--- src/rtl/ula_pkg.sv ---
// ============================================================================
// Module  : ula_pkg
// Brief   : Phase encoding and default widths shared by the ULA front end.
// Revision: 1.0 - initial release
// ============================================================================
`default_nettype none

package ula_pkg;

    localparam logic [1:0] FASE_A    = 2'b00;
    localparam logic [1:0] FASE_B    = 2'b01;
    localparam logic [1:0] FASE_OP   = 2'b10;
    localparam logic [1:0] FASE_EXEC = 2'b11;

    localparam int DATA_WIDTH_PADRAO = 8;
    localparam int OP_WIDTH_PADRAO   = 3;

endpackage

`default_nettype wire

--- src/rtl/debounce_botao.sv ---
// ============================================================================
// Module  : debounce_botao
// Brief   : Two-flop synchroniser, debounce counter and registered press pulse.
// Revision: 1.0 - initial release
// ============================================================================
`default_nettype none

module debounce_botao #(
    parameter int DEBOUNCE_CYCLES = 4
) (
    input  logic clk,
    input  logic rst_n,
    input  logic botao_bruto,
    input  logic limpar,
    output logic pulso
);

    localparam logic [7:0] C_LIMITE = 8'(DEBOUNCE_CYCLES - 1);

    logic       r_s1;
    logic       r_s2;
    logic       r_db;
    logic [7:0] r_cnt;
    logic       r_pulso;

    // The pulse is produced at the same edge db rises, so it is visible in the
    // cycle right after the final mismatching edge.
    always_ff @(posedge clk or negedge rst_n) begin
        if (!rst_n) begin
            r_s1    <= 1'b0;
            r_s2    <= 1'b0;
            r_db    <= 1'b0;
            r_cnt   <= 8'd0;
            r_pulso <= 1'b0;
        end else begin
            r_s1    <= botao_bruto;
            r_s2    <= r_s1;
            r_pulso <= 1'b0;
            if (r_s2 != r_db) begin
                if (r_cnt == C_LIMITE) begin
                    r_db    <= r_s2;
                    r_cnt   <= 8'd0;
                    r_pulso <= r_s2 & ~limpar;
                end else begin
                    r_cnt <= r_cnt + 8'd1;
                end
            end else begin
                r_cnt <= 8'd0;
            end
        end
    end

    assign pulso = r_pulso;

endmodule

`default_nettype wire

--- src/rtl/sequenciador_entrada.sv ---
// ============================================================================
// Module  : sequenciador_entrada
// Brief   : Button-driven A / B / opcode / execute input sequencer for the ULA.
// Revision: 1.0 - initial release
// ============================================================================
`default_nettype none

module sequenciador_entrada
    import ula_pkg::*;
#(
    parameter int DATA_WIDTH      = DATA_WIDTH_PADRAO,
    parameter int OP_WIDTH        = OP_WIDTH_PADRAO,
    parameter int DEBOUNCE_CYCLES = 4
) (
    input  logic                  clk,
    input  logic                  rst_n,
    input  logic                  botao_bruto,
    input  logic                  limpar,
    input  logic [DATA_WIDTH-1:0] entrada_numero,
    input  logic [OP_WIDTH-1:0]   operacao,
    output logic [1:0]            contador_entrada,
    output logic                  entrada_botao,
    output logic [DATA_WIDTH-1:0] numero_a,
    output logic [DATA_WIDTH-1:0] numero_b,
    output logic [OP_WIDTH-1:0]   operacao_reg,
    output logic                  executar,
    output logic                  pronto
);

    logic                  w_pulso;
    logic [1:0]            r_contador;
    logic [DATA_WIDTH-1:0] r_numero_a;
    logic [DATA_WIDTH-1:0] r_numero_b;
    logic [OP_WIDTH-1:0]   r_operacao;
    logic                  r_executar;
    logic                  r_pronto;

    debounce_botao #(
        .DEBOUNCE_CYCLES (DEBOUNCE_CYCLES)
    ) u_debounce (
        .clk         (clk),
        .rst_n       (rst_n),
        .botao_bruto (botao_bruto),
        .limpar      (limpar),
        .pulso       (w_pulso)
    );

    // The phase only moves at the end of the pulse cycle, so the decoder sees
    // the old phase paired with entrada_botao.
    always_ff @(posedge clk or negedge rst_n) begin
        if (!rst_n) begin
            r_contador <= FASE_A;
            r_numero_a <= '0;
            r_numero_b <= '0;
            r_operacao <= '0;
            r_executar <= 1'b0;
            r_pronto   <= 1'b0;
        end else begin
            r_executar <= 1'b0;
            if (limpar) begin
                r_contador <= FASE_A;
                r_numero_a <= '0;
                r_numero_b <= '0;
                r_operacao <= '0;
                r_pronto   <= 1'b0;
            end else if (w_pulso) begin
                case (r_contador)
                    FASE_A: begin
                        r_numero_a <= entrada_numero;
                        r_pronto   <= 1'b0;
                        r_contador <= FASE_B;
                    end
                    FASE_B: begin
                        r_numero_b <= entrada_numero;
                        r_contador <= FASE_OP;
                    end
                    FASE_OP: begin
                        r_operacao <= operacao;
                        r_contador <= FASE_EXEC;
                    end
                    default: begin
                        r_executar <= 1'b1;
                        r_pronto   <= 1'b1;
                        r_contador <= FASE_A;
                    end
                endcase
            end
        end
    end

    assign contador_entrada = r_contador;
    assign entrada_botao    = w_pulso;
    assign numero_a         = r_numero_a;
    assign numero_b         = r_numero_b;
    assign operacao_reg     = r_operacao;
    assign executar         = r_executar;
    assign pronto           = r_pronto;

endmodule

`default_nettype wire

--- config.mk ---
export PLATFORM = sky130hd
export DESIGN_NAME = sequenciador_entrada
export DESIGN_NICKNAME = d
export VERILOG_FILES = /design/src/rtl/ula_pkg.sv /design/src/rtl/debounce_botao.sv /design/src/rtl/sequenciador_entrada.sv
export SDC_FILE = /design/constraint.sdc
export NUM_CORES = 1
export LEC_CHECK = 0
export ABC_AREA = 1
export CELL_PAD_IN_SITES_DETAIL_PLACEMENT = 1
export CELL_PAD_IN_SITES_GLOBAL_PLACEMENT = 1
export CORE_AREA = 10 10 76 78
export DETAILED_ROUTE_END_ITERATION = 8
export DIE_AREA = 0 0 86 88
export GPL_TIMING_DRIVEN = 0
export HOLD_SLACK_MARGIN = 0.12
export PLACE_DENSITY = 0.86
export SLEW_MARGIN = 20
export SYNTH_ARGS = -nofsm -noshare
export SYNTH_HDL_FRONTEND = slang
export SYNTH_SLANG_ARGS = --single-unit
--- constraint.sdc ---
create_clock -name clk -period 2 [get_ports clk]
set_input_delay 0.4 -clock clk [delete_from_list [all_inputs] [get_ports clk]]
set_output_delay 0.4 -clock clk [all_outputs]
set_load 0.01 [all_outputs]
=== Yosys cells after proc, flatten, opt, wreduce, memory -nomap -nowiden ===
Cells that the tools add are included.

* Bits in registers: 35
* Bits of input ports: 15
* Output and inout port bits: 24
* Word-level logic and storage cells: 53

* Add/sub/neg operators: 1
* Equality and inequality tests: 5
* Mux-type cells: 22
* Bitwise operators: 2
* Reduce and logical (&&, ||, !) cells: 12

{| class="wikitable"
|+ Operators by type and width
! cell !! count
|-
| $mux 8 || 8
|-
| $reduce_and 2->1 || 5
|-
| $mux 3 || 3
|-
| $add 8x1->8 const B || 1
|-
| $eq 8x2->1 const B || 1
|-
| $reduce_bool 2->1 || 4
|-
| $mux 1 || 7
|-
| $pmux 2 s3 || 1
|-
| $mux 2 || 2
|-
| $reduce_or 3->1 || 1
|-
| $eq 2x1->1 const B || 1
|-
| $eq 2x2->1 const B || 1
|-
| $logic_not 2->1 || 1
|-
| $ne 2x1->1 const B || 1
|-
| $pmux 1 s2 || 1
|-
| $reduce_or 2->1 || 1
|-
| $and 1x1->1 || 1
|-
| $ne 1x1->1 || 1
|-
| $not 1->1 || 1
|}

=== Depth between registers and ports, before layout ===
Gate-level depths: netlist of run 1.

* Word-level depth: 5
* Depth in mapped cells: 7
* Gate-level depth less buffers: 7

=== Cells and area by module ===
A second synthesis of run 1 with hierarchy kept.

* Cell total of the unflattened synthesis: 177
* Area total of the unflattened synthesis: 1559.0 um^2

{| class="wikitable"
|+ By module, submodules not included
! module !! times used !! cells each !! area each (um^2) !! seq. area each (um^2)
|-
| sequenciador_entrada || 1 || 111 || 1008.5 || 575.6
|-
| debounce_botao || 1 || 66 || 550.5 || 300.3
|}

=== Least setup slack after synthesis of run 1 ===
OpenSTA, ideal clock, no wires.

* Path type: reg-to-reg
* From: reg r_contador[0], in the netlist contador_entrada[0]
* To: reg r_numero_a[0], in the netlist numero_a[0]
* Library setup time: 0.126 ns
* Arrival time: 1.132 ns
* Data required time: 1.874 ns
* Slack: 0.742 ns
* Cell stages (with the launch flop): 7
* Path buffers: 1
* Period minus slack after synthesis: 1.258 ns
* Cells stage by stage: dfrtp_1 inv_1 ha_1 inv_1 o21ai_4 buf_6 o21ai_0

* Longest elaborated chain between the ends: 3

{| class="wikitable"
|+ RTL lines
! what !! RTL line !! text
|-
| start: declaration || sequenciador_entrada.sv:31 || <nowiki>logic [1:0] r_contador;</nowiki>
|-
| start signal: assignment || sequenciador_entrada.sv:52 || <nowiki>r_contador <= FASE_A;</nowiki>
|-
| start signal: assignment || sequenciador_entrada.sv:61 || <nowiki>r_contador <= FASE_A;</nowiki>
|-
| start signal: assignment || sequenciador_entrada.sv:71 || <nowiki>r_contador <= FASE_B;</nowiki>
|-
| $logic_not 2->1 || sequenciador_entrada.sv:67 || <nowiki>case (r_contador)</nowiki>
|-
| $reduce_bool 2->1 (no source line) || n/a ||
|-
| $reduce_and 2->1 (no source line) || n/a ||
|-
| end signal: assignment || sequenciador_entrada.sv:69 || <nowiki>r_numero_a <= entrada_numero;</nowiki>
|-
| end: declaration || sequenciador_entrada.sv:32 || <nowiki>logic [DATA_WIDTH-1:0] r_numero_a;</nowiki>
|}

No other way between the ends.
A chain may end at the register's enable or synchronous reset.

=== Worst setup path after layout of run 1 ===
* From: reg u_debounce.r_pulso, in the netlist u_debounce.pulso
* To: out entrada_botao

{| class="wikitable"
|+ RTL lines
! what !! RTL line !! text
|-
| start: declaration || debounce_botao.sv:24 || <nowiki>logic r_pulso;</nowiki>
|-
| start signal: assignment || debounce_botao.sv:43 || <nowiki>r_pulso <= r_s2 & ~limpar;</nowiki>
|-
| end: declaration || sequenciador_entrada.sv:22 || <nowiki>output logic entrada_botao,</nowiki>
|}

No word-level cell between the ends.

==> results of run 1 <==
==> cell usage after synthesis <==
cell type | number | area share [%]
ha_1 | 5 | 3.9
or2_2 | 1 | 0.39
o21ai_4 | 1 | 1.0
nand2_2 | 3 | 1.2
nor2_1 | 21 | 4.9
xnor2_1 | 2 | 1.1
o21ai_0 | 9 | 2.8
nand2_1 | 51 | 12
nand3_1 | 13 | 4.1
xor2_1 | 1 | 0.55
nor3_1 | 2 | 0.63
dfrtp_1 | 35 | 55
o21ai_2 | 3 | 1.6
inv_1 | 32 | 7.5
a21oi_1 | 5 | 1.6
inv_2 | 1 | 0.24
buf_6 | 1 | 0.71
buf_2 | 2 | 0.63
==> final timing paths <==
check | slack [ns] | to
min reg2reg | 0.36 | u_debounce.r_s2
min in group asynchronous | 0.52 | executar
min | 0.36 | u_debounce.r_s2
max reg2reg | 0.62 | numero_a[0]
max in group asynchronous | 1.06 | u_debounce.r_cnt[5]
max | 0.25 | entrada_botao
==> through the flow <==
stage          TNS (ns)  util (%)  std cells  instance area (µm²)  power [µW]
6_report              0      51.2        288                 2200        1810
3_3_place_gp      -8.45      47.5        278                 2040        1050
5_1_grt               0      51.2        288                 2200        1910
4_1_cts               0      51.2        288                 2200        1840
3_5_place_dp          0      47.8        279                 2050        1060
2_1_floorplan         0         -        188                 1590         934
==> cell families (layout without fill, tap and decap cells) <==
kind of cell,count (synthesis),after routing
adder cells (fa/ha/maj),5,5
XOR/XNOR,3,3
buffers and inverters,36,84
AND/OR/NAND/NOR,91,91
flip-flops,35,35
AO/OA/AOI/OAI,18,18
==> cell type report <==
type / instances / area, µm² / area share (%)
buffer: 3 / 21.3 / 0.967
clock inverter: 3 / 67.6 / 3.07
timing repair buffer: 40 / 405 / 18.4
multi-input combinational: 117 / 572 / 26.0
tap: 52 / 65.1 / 2.96
clock buffer: 5 / 68.8 / 3.13
inverter: 33 / 124 / 5.63
sequential: 35 / 876 / 39.8
==> layout by cell type (no fill, tap or decap) <==
cell type         n
o21ai_0           9
nand3_1          13
dlygate4sd3_1     1
xor2_1            1
clkdlybuf4s50_1  37
o21ai_4           1
buf_12            1
bufinv_16         2
buf_2             3
inv_2             1
nand2_2           3
buf_6             1
clkinvlp_4        1
xnor2_1           2
nor3_1            2
nor2_1           21
clkbuf_8          5
nand2_1          51
a21oi_1           5
dfrtp_1          35
o21ai_2           3
ha_1              5
or2_2             1
inv_1            32
==> per-layer routing <==
| layer | part of all wire (%) | vias up | GRT usage [%] |
|---|---|---|---|
| met1 | 45 | 630 | 13.2 |
| met5 | 0 | - | 0 |
| li1 | - | 665 | - |
| met3 | 9.8 | 6 | 6.41 |
| met2 | 44 | 34 | 16.9 |
| met4 | 1.4 | 0 | 4.04 |
==> where the power goes <==
group | switching (µW) | internal (µW) | leakage [µW]
Clock | 272 | 497 | 0.0000644
Sequential | 39.3 | 755 | 0.000473
Combinational | 132 | 114 | 0.000536
==> timing repair <==
item / 4_1_cts / 5_1_grt
hold buffers: 1 / 0
setup endpoints to repair: 0 / 0
endpoints found under the hold margin: 10 / 0
==> impl_metrics.py, run 1 <==
metrics = {
    "critical_path": {
        "required_ns": 1.60,
        "slowest_stage": "clkdlybuf4s50_1",
        "crit_arrival_ns": 1.35,
        "crit_type": "reg -> out",
        "crit_fanout": 6,
        "critPathBufInv": 1,
        "crit_chain": "clkdlybuf4s50_1",
        "critical-path-top-delay-family": "buffers and inverters",
        "crit_path_start_kind": "flop",
        "ff2ff_path_depth": 6,
        "cp_num_cells": 1,
        "cp-end-kind": "output pin",
        "r2r_start": "contador_entrada[0]",
        "crit_start": "u_debounce.pulso",
        "critPathMaxStageDelay_ns": 0.59,
    },
    "timing": {
        "finClkSkew_ns": 0.00747,
        "fin_crit_sh_pct": 87.5,
        "worstMarginPinSlew_ns": 0.297,
        "drv_slew": 0,
        "final-setup-viol-count": 0,
        "relSlewSlack_pct": 80.2,
        "clock.fmax_ghz": 0.571,
        "fin_crit_ns": 1.75,
        "final-hold-violation-count": 0,
        "hold-worst-slack_ns": 0.362,
        "setup_slack_ns": 0.250,
        "rsz0062_at_grt": "false",
    },
    "synthesis": {
        "synthesis.nets": 208,
        "yosys.area_share.adder_pct": 3.93,
        "ys_warn_count": 0,
        "yosys.area_share.simple_pct": 23.3,
        "synth_cell_types": 18,
        "synth_area_um2": 1590,
        "ys_ff_latch": 35,
        "synth_compound_area_share_pct": 7.07,
        "synthCells": 188,
        "synth_mux_area_share_pct": 0,
        "synth-seq-area-share_pct": 55.0,
        "synth_top_family_by_area": "simple AND/OR/NAND/NOR gates",
        "synth_xor_area_share_pct": 1.65,
        "avgSynthCellArea_um2": 8.47,
    },
    "cts": {
        "clock_latency_ns": 0.30,
        "cts_buffers": 5,
        "cts_tree": "built",
        "cts_resized": 0,
        "clk_pin_slew_ns": 0.08,
        "ctsHtreeMaxLevel": 2,
        "cts_sinks": 35,
        "cts-root-buf": "clkbuf_8",
        "cts_setup_buffers": 0,
        "clockBufferDepth": 2,
    },
    "routing": {
        "ant_nets": 0,
        "drtPass1Iterations": 4,
        "dr.first_iter.drc_count": 17,
        "wl_per_cell_um": 13.7,
        "drc": 0,
        "viasPerCell": 4.64,
        "vias": 1335,
        "wirelength_mm": 3.94,
    },
    "floorplanning": {
        "pin_count": 39,
        "core_area_um2": 4290,
        "initial_core_util_pct": 37.1,
        "dieArea_um2": 7570,
        "row_count": 24,
        "fp.dieW_um": 86,
        "fp.dieH_um": 88,
    },
    "flow_run": {
        "max_cap_violations": 0,
    },
    "finish": {
        "antennaDiodeCount": 0,
        "nNetsFinal": 255,
        "layout-drive-gt1-share_pct": 9.32,
        "fillCellCount": 512,
        "syn2layout_area_growth_pct": 38.1,
    },
    "pwr": {
        "ir_drop_mv": 0.358,
        "p_leak_uw": 0.00107,
        "p_per_area_nw_per_um2": 823,
    },
    "global_route": {
        "grt_pass1_wl_mm": 6.80,
        "grt_usage_pct": 11.3,
        "grt_pass1_vias": 1432,
        "grt_max_degree": 26,
        "antenna_found_initial": 0,
        "overflow": 0,
    },
    "place": {
        "hpwlAfterDp_mm": 3.02,
        "pre_cts_ws_ns": 0.313,
        "port_buffers": 38,
        "gp_congestion": 0.719,
    },
    "hold_path": {
        "hold_path.startpoint": "u_debounce.r_s1",
        "hp-class": "reg -> reg",
        "hold_depth": 0,
    },
    "run_status": {
        "outcome": "finished clean",
    },
}
Power figures use the tool's default switching activity.
==> run 2, diff against run 1 <==
Settings changed: CORE_AREA 10 10 76 78 to 2 2 68 70, DIE_AREA 0 0 86 88 to 0 0 70 72.
==> impl_metrics.py, run 2 (synthesized netlist as in run 1, its figures left out) <==
metrics = {
    "run_status": {
        "outcome": "finished clean",
    },
    "critical_path": {
        "rrSetupSlack_ns": 0.61,
        "r2r_end": "numero_a[1]",
        "crit_type": "reg -> out",
        "critPathBufInv": 1,
        "critPathMaxStageDelay_ns": 0.59,
        "crit_chain": "clkdlybuf4s50_1",
        "cp-end-kind": "output pin",
        "required_ns": 1.60,
        "crit_path_start_kind": "flop",
        "crit_fanout": 6,
        "r2r_start": "contador_entrada[0]",
        "slowest_stage": "clkdlybuf4s50_1",
        "crit_arrival_ns": 1.36,
        "ff2ff_path_depth": 6,
        "critical-path-top-delay-family": "buffers and inverters",
    },
    "flow_run": {
        "max_cap_violations": 0,
    },
    "pwr": {
        "seq_power_share_pct": 49.2,
        "ir_drop_mv": 0.457,
        "p_per_area_nw_per_um2": 746,
        "combPwrFrac_pct": 15.6,
        "p_sw_uw": 433,
        "internal_power_uw": 1190,
        "pwr-share-clk_pct": 35.2,
        "p_leak_uw": 0.00106,
        "p_sw_share_pct": 26.7,
    },
    "finish": {
        "layout-drive-gt1-share_pct": 8.90,
        "final_cells": 288,
        "fillCellCount": 513,
        "nNetsFinal": 255,
        "syn2layout_area_growth_pct": 36.3,
        "fin_area_um2": 2170,
        "final_common_cell": "nand2_1",
        "antennaDiodeCount": 0,
        "most-common-layout-cells": "51 x nand2_1, 37 x clkdlybuf4s50_1, 35 x dfrtp_1",
    },
    "cts": {
        "clockBufferDepth": 2,
        "clock_latency_ns": 0.29,
        "cts-root-buf": "clkbuf_8",
        "cts_tree": "built",
        "cts_buffers": 5,
        "ctsHtreeMaxLevel": 2,
        "cts_sinks": 35,
        "clk_pin_slew_ns": 0.07,
        "cts_setup_buffers": 0,
    },
    "floorplanning": {
        "dieArea_um2": 5040,
        "pin_count": 39,
        "core_area_um2": 4260,
        "fp.dieH_um": 72,
        "row_count": 24,
        "initial_core_util_pct": 37.4,
        "fp.dieW_um": 70,
    },
    "timing": {
        "relSlewSlack_pct": 76.0,
        "worstMarginPinSlew_ns": 0.360,
        "drv_slew": 0,
        "finClkSkew_ns": 0.00607,
        "final-hold-violation-count": 0,
        "fin_crit_sh_pct": 88.1,
        "rsz0062_at_grt": "false",
        "clock.fmax_ghz": 0.567,
        "fin_crit_ns": 1.76,
        "final-setup-viol-count": 0,
    },
    "routing": {
        "ant_nets": 0,
        "drtPass1Iterations": 4,
        "drc": 0,
        "dr.first_iter.drc_count": 57,
        "wirelength_mm": 3.74,
        "wl_per_cell_um": 13.0,
        "viasPerCell": 4.72,
        "vias": 1360,
    },
    "global_route": {
        "grt_pass1_wl_mm": 6.55,
        "grt_max_degree": 24,
        "grt_pass1_vias": 1424,
        "grt_usage_pct": 16.7,
        "antenna_found_initial": 0,
        "grtUsageMet3_pct": 5.42,
        "overflow": 0,
        "busiest_layer": "met2",
        "grt_use_met1_pct": 20.7,
        "use_met2_pct": 27.6,
    },
    "hold_path": {
        "min_to": "u_debounce.r_s2",
        "hold_depth": 0,
        "hp-class": "reg -> reg",
        "hold_path.startpoint": "u_debounce.r_s1",
    },
    "place": {
        "hpwlAfterDp_mm": 2.75,
        "placed_area_um2": 2060,
        "gp_congestion": 0.744,
        "port_buffers": 38,
        "dpl.cell_count": 279,
    },
}
## run 2: cell count changes in the layout (fill, tap and decap cells not counted)
cell / delta
bufinv_16: -2
clkbuf_8: +2
buf_12: -1
clkinvlp_4: -1
clkbuf_1: +1
buf_16: +1
## run 2: worst max path at each step
stage                         from             to  slack [ns]  depth (start not counted)
2_1_floorplan  contador_entrada[0]    numero_a[0]        0.74                          6
3_3_place_gp                 rst_n    numero_b[7]       -0.27                          1
3_5_place_dp                limpar         pronto        0.28                          6
4_1_cts           u_debounce.pulso  entrada_botao        0.21                          1
5_1_grt           u_debounce.pulso  entrada_botao        0.17                          1
6_report          u_debounce.pulso  entrada_botao        0.24                          1
## run 2: metal layers
metal  wire (µm)  up-vias
li1            -      660
met4          60        0
met3         236        7
met5           0        -
met2        1750       36
met1        1690      657
## run 2: power by group through the flow
stage	Combinational [µW]	Clock, µW	Sequential, µW
after global routing	289	606	805
after detailed placement	256	0	810
after CTS	259	579	798
after floorplan	125	0	809
after global placement	238	0	806
final	253	570	797
## run 2: area by class of cell
class                   instances  area (µm²)  share of cell area [%]
plain buffers                   3        21.3                   0.980
clock buffers                   8         100                    4.61
inverters                      33         124                    5.71
multi-input cells             117         572                    26.3
flip-flops and latches         35         876                    40.3
well taps                      52        65.1                    3.00
repair buffers                 40         413                    19.0
## run 2: repair_timing
action                                 in CTS  in global routing
resized for setup                           0                  0
endpoints found under the hold margin      12                  0
hold buffers                                1                  0
## run 2: stage by stage
step                utilization, %  TNS [ns]  worst slack (ns)  hold WS, ns  power [µW]
floorplan                        -         0             0.742        0.104         934
global placement              47.8     -9.39            -0.270        0.336        1040
detailed placement            48.3         0             0.284        0.329        1070
CTS                           50.9         0             0.212        0.351        1640
global route                  50.9         0             0.174        0.358        1700
finish                        50.9         0             0.237        0.349        1620
